===== src/rtl/uart_rx_fifo_gen2.sv =====
// uart_rx_fifo_gen2: receive-side word FIFO between the UART byte-ready strobe and the host read port.
// Latency: push visible in Level/flags at the accepting edge; read data registered at the pop edge
//          (default) or shown combinationally from the head slot (UART_FIFO_FWFT_EN).
// Backpressure: none towards the receiver; a push into a full FIFO is dropped and flagged
//               (FIFO_Overflow), and a pop from an empty FIFO is ignored and flagged (FIFO_Underflow).
//
// Build option: define UART_FIFO_FWFT_EN for first-word fall-through read behaviour.
//
// Ports:
//   clk, rst_n                 clock and asynchronous active-low reset
//   Rx_Data, Data_Rdy          write word and push request
//   Pop_Data                   pop request
//   Flush                      synchronous clear of contents and error flags
//   BIST_Mode                  freeze: every register holds
//   Thresh, Clr_Err            threshold level (0 = off), sticky error clear
//   Data_Out, Data_Valid       read word and its qualifier
//   Level, FIFO_Empty/Full/Thresh  fill status decoded from the registered count
//   FIFO_Overflow/Underflow    sticky error flags
module uart_rx_fifo_gen2 #(
  parameter int DATA_BITS  = 8,
  parameter int FIFO_WIDTH = 4
) (
  input  logic                  clk,
  input  logic                  rst_n,
  input  logic [DATA_BITS-1:0]  Rx_Data,
  input  logic                  Data_Rdy,
  input  logic                  Pop_Data,
  input  logic                  Flush,
  input  logic                  BIST_Mode,
  input  logic [FIFO_WIDTH:0]   Thresh,
  input  logic                  Clr_Err,
  output logic [DATA_BITS-1:0]  Data_Out,
  output logic                  Data_Valid,
  output logic [FIFO_WIDTH:0]   Level,
  output logic                  FIFO_Empty,
  output logic                  FIFO_Full,
  output logic                  FIFO_Thresh,
  output logic                  FIFO_Overflow,
  output logic                  FIFO_Underflow
);

  localparam int DEPTH = 1 << FIFO_WIDTH;
  localparam logic [FIFO_WIDTH:0] DEPTH_L = (FIFO_WIDTH + 1)'(DEPTH);

  logic [DATA_BITS-1:0]  mem_q [DEPTH];
  logic [FIFO_WIDTH-1:0] rd_ptr_q, rd_ptr_d;
  logic [FIFO_WIDTH-1:0] wr_ptr_q, wr_ptr_d;
  logic [FIFO_WIDTH:0]   count_q, count_d;
  logic                  ovf_q, ovf_d;
  logic                  unf_q, unf_d;
  logic                  mem_we;
  logic                  pop_ok;
  logic                  push_ok;
`ifndef UART_FIFO_FWFT_EN
  logic [DATA_BITS-1:0]  dout_q, dout_d;
  logic                  dvld_q, dvld_d;
`endif

  // Accept decisions use the pre-edge count. A pop on a full FIFO frees the
  // slot the simultaneous push needs, so push_ok depends on pop_ok.
  always_comb begin
    pop_ok  = Pop_Data && (count_q != '0);
    push_ok = Data_Rdy && ((count_q != DEPTH_L) || pop_ok);
  end

  always_comb begin
    rd_ptr_d = rd_ptr_q;
    wr_ptr_d = wr_ptr_q;
    count_d  = count_q;
    ovf_d    = ovf_q;
    unf_d    = unf_q;
    mem_we   = 1'b0;
`ifndef UART_FIFO_FWFT_EN
    dout_d   = dout_q;
    dvld_d   = dvld_q;
`endif
    if (Flush) begin
      // Memory and the read register are left alone; only bookkeeping clears.
      rd_ptr_d = '0;
      wr_ptr_d = '0;
      count_d  = '0;
      ovf_d    = 1'b0;
      unf_d    = 1'b0;
`ifndef UART_FIFO_FWFT_EN
      dvld_d   = 1'b0;
`endif
    end else if (!BIST_Mode) begin
      if (push_ok) begin
        mem_we   = 1'b1;
        wr_ptr_d = wr_ptr_q + 1'b1;
      end
      if (pop_ok) begin
        rd_ptr_d = rd_ptr_q + 1'b1;
`ifndef UART_FIFO_FWFT_EN
        dout_d   = mem_q[rd_ptr_q];
`endif
      end
`ifndef UART_FIFO_FWFT_EN
      dvld_d = pop_ok;
`endif
      case ({push_ok, pop_ok})
        2'b10:   count_d = count_q + 1'b1;
        2'b01:   count_d = count_q - 1'b1;
        default: count_d = count_q;
      endcase
      // Clear first, then a new error in the same cycle re-sets the flag.
      ovf_d = (ovf_q && !Clr_Err) || (Data_Rdy && !push_ok);
      unf_d = (unf_q && !Clr_Err) || (Pop_Data && !pop_ok);
    end
  end

  always_ff @(posedge clk or negedge rst_n) begin
    if (!rst_n) begin
      rd_ptr_q <= '0;
      wr_ptr_q <= '0;
      count_q  <= '0;
      ovf_q    <= 1'b0;
      unf_q    <= 1'b0;
`ifndef UART_FIFO_FWFT_EN
      dout_q   <= '0;
      dvld_q   <= 1'b0;
`endif
    end else begin
      rd_ptr_q <= rd_ptr_d;
      wr_ptr_q <= wr_ptr_d;
      count_q  <= count_d;
      ovf_q    <= ovf_d;
      unf_q    <= unf_d;
`ifndef UART_FIFO_FWFT_EN
      dout_q   <= dout_d;
      dvld_q   <= dvld_d;
`endif
    end
  end

  // Storage is reset so that the fall-through read port shows 0 out of reset.
  always_ff @(posedge clk or negedge rst_n) begin
    if (!rst_n) begin
      for (int i = 0; i < DEPTH; i++) begin
        mem_q[i] <= '0;
      end
    end else if (mem_we) begin
      mem_q[wr_ptr_q] <= Rx_Data;
    end
  end

  // Status decodes straight from the registered count.
  always_comb begin
    Level          = count_q;
    FIFO_Empty     = (count_q == '0);
    FIFO_Full      = (count_q == DEPTH_L);
    FIFO_Thresh    = (Thresh != '0) && (count_q >= Thresh);
    FIFO_Overflow  = ovf_q;
    FIFO_Underflow = unf_q;
  end

`ifdef UART_FIFO_FWFT_EN
  // Head word is always presented; a pop consumes what is shown.
  always_comb begin
    Data_Out   = mem_q[rd_ptr_q];
    Data_Valid = (count_q != '0);
  end
`else
  always_comb begin
    Data_Out   = dout_q;
    Data_Valid = dvld_q;
  end
`endif

endmodule

===== config.mk =====
export PLATFORM = sky130hd
export DESIGN_NAME = uart_rx_fifo_gen2
export DESIGN_NICKNAME = d
export VERILOG_FILES = /design/src/rtl/uart_rx_fifo_gen2.sv
export SDC_FILE = /design/constraint.sdc
export NUM_CORES = 1
export LEC_CHECK = 0
export CORE_MARGIN = 1.5
export CORE_UTILIZATION = 55
export DETAILED_ROUTE_END_ITERATION = 10
export PLACE_DENSITY = 0.85
export RECOVER_POWER = 100
export SYNTH_ARGS = -nofsm -noshare
export SYNTH_HDL_FRONTEND = slang
export SYNTH_SLANG_ARGS = --single-unit

===== constraint.sdc =====
create_clock -name clk -period 5 [get_ports clk]
set_input_delay 1 -clock clk [delete_from_list [all_inputs] [get_ports clk]]
set_output_delay 1 -clock clk [all_outputs]
set_load 0.01 [all_outputs]

== Yosys cells after proc, flatten, opt, wreduce, memory -nomap -nowiden ==
Index checks and enable logic that the tools add are counted.

* Output and inout port bits: 19
* Bits in registers: 152
* Logic and storage cells: 88

* Add/subtract/negate cells: 4
* Magnitude comparators: 4
* Reduce and logical (&&, ||, !) cells: 24
* Bitwise operators: 4
* Equality and inequality tests: 5
* Multiplexer cells: 24

{| class="wikitable"
|+ Operators with widths
! operator !! count
|-
| bitwise mux 128 bit || 1
|-
| binary-select mux 8 bit (select 4 bit) || 1
|-
| demux 8 bit (select 4 bit) || 1
|-
| 2-to-1 mux 4 bit || 6
|-
| 2-to-1 mux 8 bit || 3
|-
| greater-or-equal comparator 5 bit, second input constant || 2
|-
| 2-to-1 mux 5 bit || 2
|-
| NOT 4 -> 5 bit || 2
|-
| case mux 5 bit (2 select lines) || 1
|-
| nonzero test 5 bit || 2
|-
| 2-to-1 mux 1 bit || 9
|-
| adder 4 x 1 -> 4 bit, second input constant || 2
|-
| logical AND 1 bit || 8
|-
| AND reduction 2 bit || 3
|-
| adder 5 x 1 -> 5 bit, second input constant || 1
|-
| == test 5 bit, second input constant || 1
|-
| greater-or-equal comparator 5 bit || 1
|-
| zero test 5 bit || 1
|-
| < comparator 5 x 1 -> 1 bit, second input constant || 1
|-
| inequality test 5 bit, second input constant || 1
|-
| subtractor 5 x 1 -> 5 bit, second input constant || 1
|-
| nonzero test 2 bit || 2
|-
| zero test 1 bit || 3
|-
| logical OR 1 bit || 3
|-
| 6 further kinds || 7
|}

== Logic depth before layout (Yosys ltp) ==
Gate-level depths: netlist (run 1).

* Depth after elaboration: 9
* Gate-level depth with buffers: 11

== Worst setup path after synthesis (run 1) ==
Ideal clock, no wire load.

* Path type: input to output
* Start: input Thresh[0]
* End: output FIFO_Thresh
* Required time: 4.000 ns
* Stages on the path: 6
* Data arrival time: 1.805 ns
* Path buffers: 0
* Path slack: 2.195 ns
* Cells stage by stage: ha_1 -> nand2b_1 -> a21oi_1 -> nor2b_1 -> o21ai_0 -> a21oi_1

* Cells in the longest elaborated chain, start to end: 2
* Elaborated cells on any way between the ends: 3
* Classes of those cells: order compare: 1; reduce/logical: 2

{| class="wikitable"
|+ RTL lines
! item !! line !! RTL
|-
| start, declared || 30 || <nowiki>input logic [FIFO_WIDTH:0] Thresh,</nowiki>
|-
| greater-or-equal comparator 5 bit / nonzero test 5 bit (equally long branches) || 152 || <nowiki>FIFO_Thresh = (Thresh != '0) && (count_q >= Thresh);</nowiki>
|-
| logical AND 1 bit (*) || 152 ||
|-
| end, declared || 37 || <nowiki>output logic FIFO_Thresh,</nowiki>
|}

Every way passes the cells marked *; elsewhere a longest branch is shown, timed or not.

== Worst setup path after layout (run 1) ==
Ends and elaborated chain as after synthesis.

==> results of run 1 <==
cell usage after synthesis (all sizes together), types with 2 or more instances:
cell type | count | area share
nor2b | 2 | 0.0017
buf | 12 | 0.0084
o21ai | 8 | 0.0055
nor2 | 16 | 0.0082
mux2i | 18 | 0.025
xnor2 | 2 | 0.0024
clkbuf | 16 | 0.0084
xor2 | 6 | 0.0072
a21oi | 10 | 0.0068
nor4 | 2 | 0.0058
ha | 13 | 0.022
and3 | 3 | 0.0026
inv | 11 | 0.0056
nand2 | 19 | 0.0097
nand2b | 5 | 0.0043
and2 | 2 | 0.0017
nand4 | 10 | 0.015
mux4 | 32 | 0.098
mux2 | 129 | 0.20
dfrtp | 152 | 0.52
nand3 | 9 | 0.0096
o221ai | 8 | 0.0096
or4 | 2 | 0.0020
nand4b | 4 | 0.0082
registers in the layout, indices dropped and copies added (netlist names):
register,flops
Data_Out,8
FIFO_Overflow,1
Data_Valid,1
wr_ptr_q,4
FIFO_Underflow,1
Level,5
mem_q,128
rd_ptr_q,4
layer usage:
metal | part of all wire | wire, um | GRT usage | vias up
li1 | - | - | - | 1934
met1 | 0.40 | 6630 | 0.327 | 2357
met2 | 0.51 | 8340 | 0.418 | 160
met3 | 0.058 | 958 | 0.0531 | 49
met4 | 0.035 | 582 | 0.124 | 0
met5 | 0 | 0 | 0 | -
power by group through the flow:
stage | sequential [mW] | clock, mW | combinational (mW)
6_report | 1.36 | 1.34 | 0.354
3_5_place_dp | 1.38 | 0 | 0.371
2_1_floorplan | 1.38 | 0 | 0.206
3_3_place_gp | 1.37 | 0 | 0.356
5_1_grt | 1.37 | 1.42 | 0.386
4_1_cts | 1.36 | 1.35 | 0.377
worst max-delay path, cell delays in order:
cell	delay [ns]
clkdlybuf4s50_1	0.43
ha_1	0.29
nand2b_1	0.14
a21oi_1	0.14
nor2b_1	0.06
o21ai_0	0.16
a21oi_1	0.08
dlygate4sd3_1	0.61
how the worst max path moves through the flow:
stage                    from                 endpoint  slack [ns]
floorplan           Thresh[0]              FIFO_Thresh        2.19
global placement    Thresh[0]              FIFO_Thresh        1.28
detailed placement  Thresh[0]              FIFO_Thresh        1.22
CTS                 Thresh[0]              FIFO_Thresh        1.22
global route            rst_n  rd_ptr_q[3]$_DFFE_PN0P_        0.80
finish              Thresh[0]              FIFO_Thresh        1.09
through the flow:
| step | worst slack [ns] | area, um^2 | cells |
|---|---|---|---|
| 2_1_floorplan | 2.19 | 7330 | 502 |
| 3_3_place_gp | 1.28 | 7840 | 688 |
| 3_5_place_dp | 1.22 | 7840 | 688 |
| 4_1_cts | 1.22 | 8440 | 717 |
| 5_1_grt | 0.799 | 8320 | 717 |
| 6_report | 1.09 | 8320 | 717 |
cells by family after synthesis:
kind of cell	after synthesis
multiplexers	179
flip-flops	152
AND/OR/NAND/NOR	78
buffers and inverters	39
AO/OA/AOI/OAI	32
adder cells (fa/ha/maj)	14
XOR/XNOR	8
final cells by class:
| cell class | instances | share of cell area |
|---|---|---|
| Sequential cell | 152 | 0.458 |
| Multi-Input combinational cell | 311 | 0.390 |
| Clock buffer | 22 | 0.0558 |
| Timing Repair Buffer | 42 | 0.0480 |
| Tap cell | 172 | 0.0259 |
| Clock inverter | 7 | 0.0175 |
| Inverter | 11 | 0.00496 |
==> flow_summary.toml, run 1 <==
[clock_tree]
cts_htree_levels = 4
ctsRootBufferMaster = "clkbuf_16"
cts_max_path_buffers = 2
clk-insertion-delay-late_ns = 0.43
post-cts-setup-buffers = 0
numCtsBuffers = 17
path_clk_slew_ns = 0.06
numClockSinks = 152
post_cts_resized = 0
cts_tree = "built"
hold_buffers = 0

[worst_setup_path]
start_kind = "input pin"
cp-end-kind = "output port"
crit_required_ns = 4.00
r2r_start = "Level[1]$_DFFE_PN0P_"
r2r_setup_slack_ns = 1.63
worstPathArrival_ns = 2.91
crit_type = "in2out"
cp_max_fo = 2
ff2ff_path_depth = 10
r2r-end = "Level[4]$_DFFE_PN0P_"

[yosys]
ys.flop_type = "dfrtp_1"
synth_top_family_by_area = "multiplexers"
synthArstFlopShare = 1.00
synthAdderAreaFrac = 0.0249
ys_warn_count = 0
ys_ff_latch = 152
synth-simple-area-share = 0.0748
synth-edff-count = 0
synthesis.nets = 536
muxShareOfSynthArea = 0.321
synth_area_um2 = 7330
ys_seq_area_frac = 0.519
synth_compound_area_frac = 0.0282
netlist_instances = 502
avgSynthCellArea_um2 = 14.6
ys_types = 41
yosys.area_share.xor_xnor = 0.00956

[grt]
grt_antenna_before_repair = 0
grt_max_degree = 126
grtUsageTotal = 0.256
grt_pass1_wl_mm = 26.8
grt_pass1_vias = 4811
gr-total-overflow = 0

[finish]
fillers = 892
drive_gt1_frac = 0.354
layout_commonest_cell = "dfrtp_1"
fin_nets = 569
regArea_um2 = 3810
diodes = 0
mostFrequentLayoutCells = "dfrtp_1, mux2_2, mux4_2"
area_growth_pct = 13.5
fin_util = 0.648
multiInputGateArea_um2 = 3250

[floorplanning]
ioPinCount = 39
coreArea_um2 = 12800
row_count = 41
die_width_um = 118
initial_core_util = 0.571
fp.dieH_um = 118
dieArea_um2 = 14000

[timing]
fin_hold_ws_ns = 0.499
slew_headroom = -1.01
post-route-period-util = 0.782
drv_slew = 126
worst-slew-pin-transition_ns = 3.02
fin_crit_ns = 3.91
rsz0062_at_grt = "false"
timing.final.hold_violations = 0
setup_viol = 0
max_freq_ghz = 0.256
fin_worst_skew_ns = 0.0101
setup_tns_ns = 0

[drt]
route.detailed.wl_per_inst_um = 23.0
ant_nets = 0
vias = 4500
drt_iter0_drc = 421
routed_wl_mm = 16.5
firstDrtPassIters = 4
via_per_inst = 6.28
drc = 0

[min_path]
hp-class = "reg2reg"
whs_path_depth = 1
holdPathEnd = "mem_q[6]$_DFFE_PN0P_"
min_from = "mem_q[6]$_DFFE_PN0P_"

[power]
clkPwrFrac = 0.439
internal_power_mw = 2.34
powerDensity_nw_per_um2 = 367
p_comb_frac = 0.116
vdd_ir_drop_max_mv = 0.210
power_mw = 3.05
leakage_nw = 3.90
seqPwrFrac = 0.445
switchingPower_uw = 711
switching_share = 0.233

[placement]
hpwl_mm = 10.0
io_buffers = 38
gp_congestion = 0.746

[run]
max_cap_viol_count = 1

[outcome]
violations = "max-capacitance violations, max-slew violations"
outcome = "complete, but fails checks"
(Power assumes the default switching activity.)
==> run 2: changes to the inputs <==
Settings changed: CORE_UTILIZATION 55 to 54, PLACE_DENSITY 0.85 to 0.87.
Clock period 5 ns to 3.3 ns, I/O delays scaled along.
==> run 2 against run 1 <==
Net effect: the flow still finishes with violations (max-capacitance violations, max-slew violations); cell area increased by 1.1%; non-clock buffer count increased by 12; wire length decreased by 4.6%; flip-flop and latch count unchanged; first-iteration DRC count decreased by 28%; core utilization decreased by 1.4 points; critical endpoint unchanged; largest cell class unchanged; largest power group unchanged; highest routed layer unchanged.
==> flow_summary.toml, run 2 (same netlist as run 1, synthesis figures left out) <==
[grt]
grt_pass1_vias = 4769
grtUsageTotal = 0.240
grt_pass1_wl_mm = 25.6
grt_max_degree = 71
grt_antenna_before_repair = 0
gr-total-overflow = 0

[timing]
rsz0062_at_grt = "false"
post-route-period-util = 0.982
max_freq_ghz = 0.308
setup_viol = 0
drv_slew = 53
fin_hold_ws_ns = 0.484
timing.final.hold_violations = 0
worst-slew-pin-transition_ns = 2.30
fin_crit_ns = 3.24
setup_slack_ns = 0.0581
setup_tns_ns = 0
slew_headroom = -0.536
fin_worst_skew_ns = 0.00563

[power]
switching_share = 0.243
switchingPower_mw = 1.10
power_mw = 4.51
leakage_nw = 3.93
powerDensity_nw_per_um2 = 536
vdd_ir_drop_max_mv = 0.380
seqPwrFrac = 0.457
clkPwrFrac = 0.423
p_comb_frac = 0.120
internal_power_mw = 3.41

[clock_tree]
numCtsBuffers = 17
path_clk_slew_ns = 0.06
ctsRootBufferMaster = "clkbuf_16"
cts_max_path_buffers = 2
post-cts-setup-buffers = 0
clk-insertion-delay-late_ns = 0.42
numClockSinks = 152
post_cts_resized = 0
cts_htree_levels = 4
hold_buffers = 0
cts_tree = "built"

[worst_setup_path]
ff2ff_path_depth = 10
r2r_setup_slack_ns = 0.36
cp_max_fo = 2
worstPathArrival_ns = 2.58
start_kind = "input pin"
r2r-end = "Level[4]$_DFFE_PN0P_"
r2r_start = "Level[1]$_DFFE_PN0P_"
cp-end-kind = "output port"
crit_required_ns = 2.64
crit_type = "in2out"

[floorplanning]
initial_core_util = 0.553
fp.dieH_um = 119
die_width_um = 119
dieArea_um2 = 14300
ioPinCount = 39
row_count = 42
coreArea_um2 = 13200

[drt]
route.detailed.wl_per_inst_um = 21.4
drc = 0
firstDrtPassIters = 4
via_per_inst = 6.03
vias = 4435
drt_iter0_drc = 304
routed_wl_mm = 15.7
dr_wl_met3_um = 849
topRoutingLayerUsed = "met4"
wl_met2_mm = 8.07
m1WireLength_mm = 6.34
ant_nets = 0

[finish]
fin_nets = 581
diodes = 0
mostFrequentLayoutCells = "dfrtp_1, mux2_2, mux4_2"
final_area_um2 = 8410
area_growth_pct = 14.7
drive_gt1_frac = 0.372
largest_reg_flops = 128
layout_commonest_cell = "dfrtp_1"
top_register = "mem_q"
finalNonFillerCells = 735
fin_util = 0.635

[placement]
dp.cells = 704
hpwl_mm = 10.3
place_area_um2 = 7960
io_buffers = 38
gp_congestion = 0.813
pre_cts_slack_ns = 0.0885

[outcome]
violations = "max-capacitance violations, max-slew violations"
outcome = "complete, but fails checks"

[run]
max_cap_viol_count = 1

[min_path]
hp-class = "reg2reg"
holdPathEnd = "Data_Out[2]$_DFFE_PN0P_"
min_from = "Data_Out[2]$_DFFE_PN0P_"
whs_path_depth = 2
-- run 2: cell types whose count changed in the layout (fill, tap and decap cells not counted), moves of 3 or more --
cell        before  now
clkbuf_1         4    8
buf_4            2    5
clkinvlp_4       1    4
clkinv_2         0    3
-- run 2: how the worst max path moves through the flow --
stage | from | endpoint | slack, ns | cells after the start
5_1_grt | Thresh[0] | FIFO_Thresh | 0.008 | 8
2_1_floorplan | Level[1]$_DFFE_PN0P_ | Level[4]$_DFFE_PN0P_ | 0.79 | 11
4_1_cts | Thresh[0] | FIFO_Thresh | 0.09 | 8
6_report | Thresh[0] | FIFO_Thresh | 0.06 | 8
3_3_place_gp | Thresh[0] | FIFO_Thresh | 0.26 | 8
3_5_place_dp | Thresh[0] | FIFO_Thresh | 0.09 | 8
-- run 2: cell type report --
type / instances / area [um^2]
flip-flops and latches: 152 / 3810
multi-input cells: 311 / 3270
clock buffers: 20 / 457
repair buffers: 54 / 487
clock inverters: 11 / 123
inverters: 11 / 41.3
fillers: 960 / 4840
well taps: 176 / 220
-- run 2: worst max-delay path: stages --
cell,delay [ns]
clkdlybuf4s50_1,0.45
ha_1,0.31
nand2b_1,0.15
a21oi_1,0.16
nor2b_1,0.07
o21ai_0,0.19
a21oi_1,0.10
clkdlybuf4s50_1,0.49
-- run 2: power by group through the flow --
stage	Sequential, mW	Clock [mW]	Combinational (mW)
finish	2.06	1.91	0.541
CTS	2.06	1.93	0.572
global placement	2.08	0	0.542
floorplan	2.09	0	0.312
detailed placement	2.09	0	0.568
global route	2.07	2.01	0.598
-- run 2: metal layers --
layer / track usage / up-vias
met5: 0 / -
met4: 0.121 / 0
met3: 0.0751 / 37
met2: 0.389 / 133
met1: 0.291 / 2292
li1: - / 1973
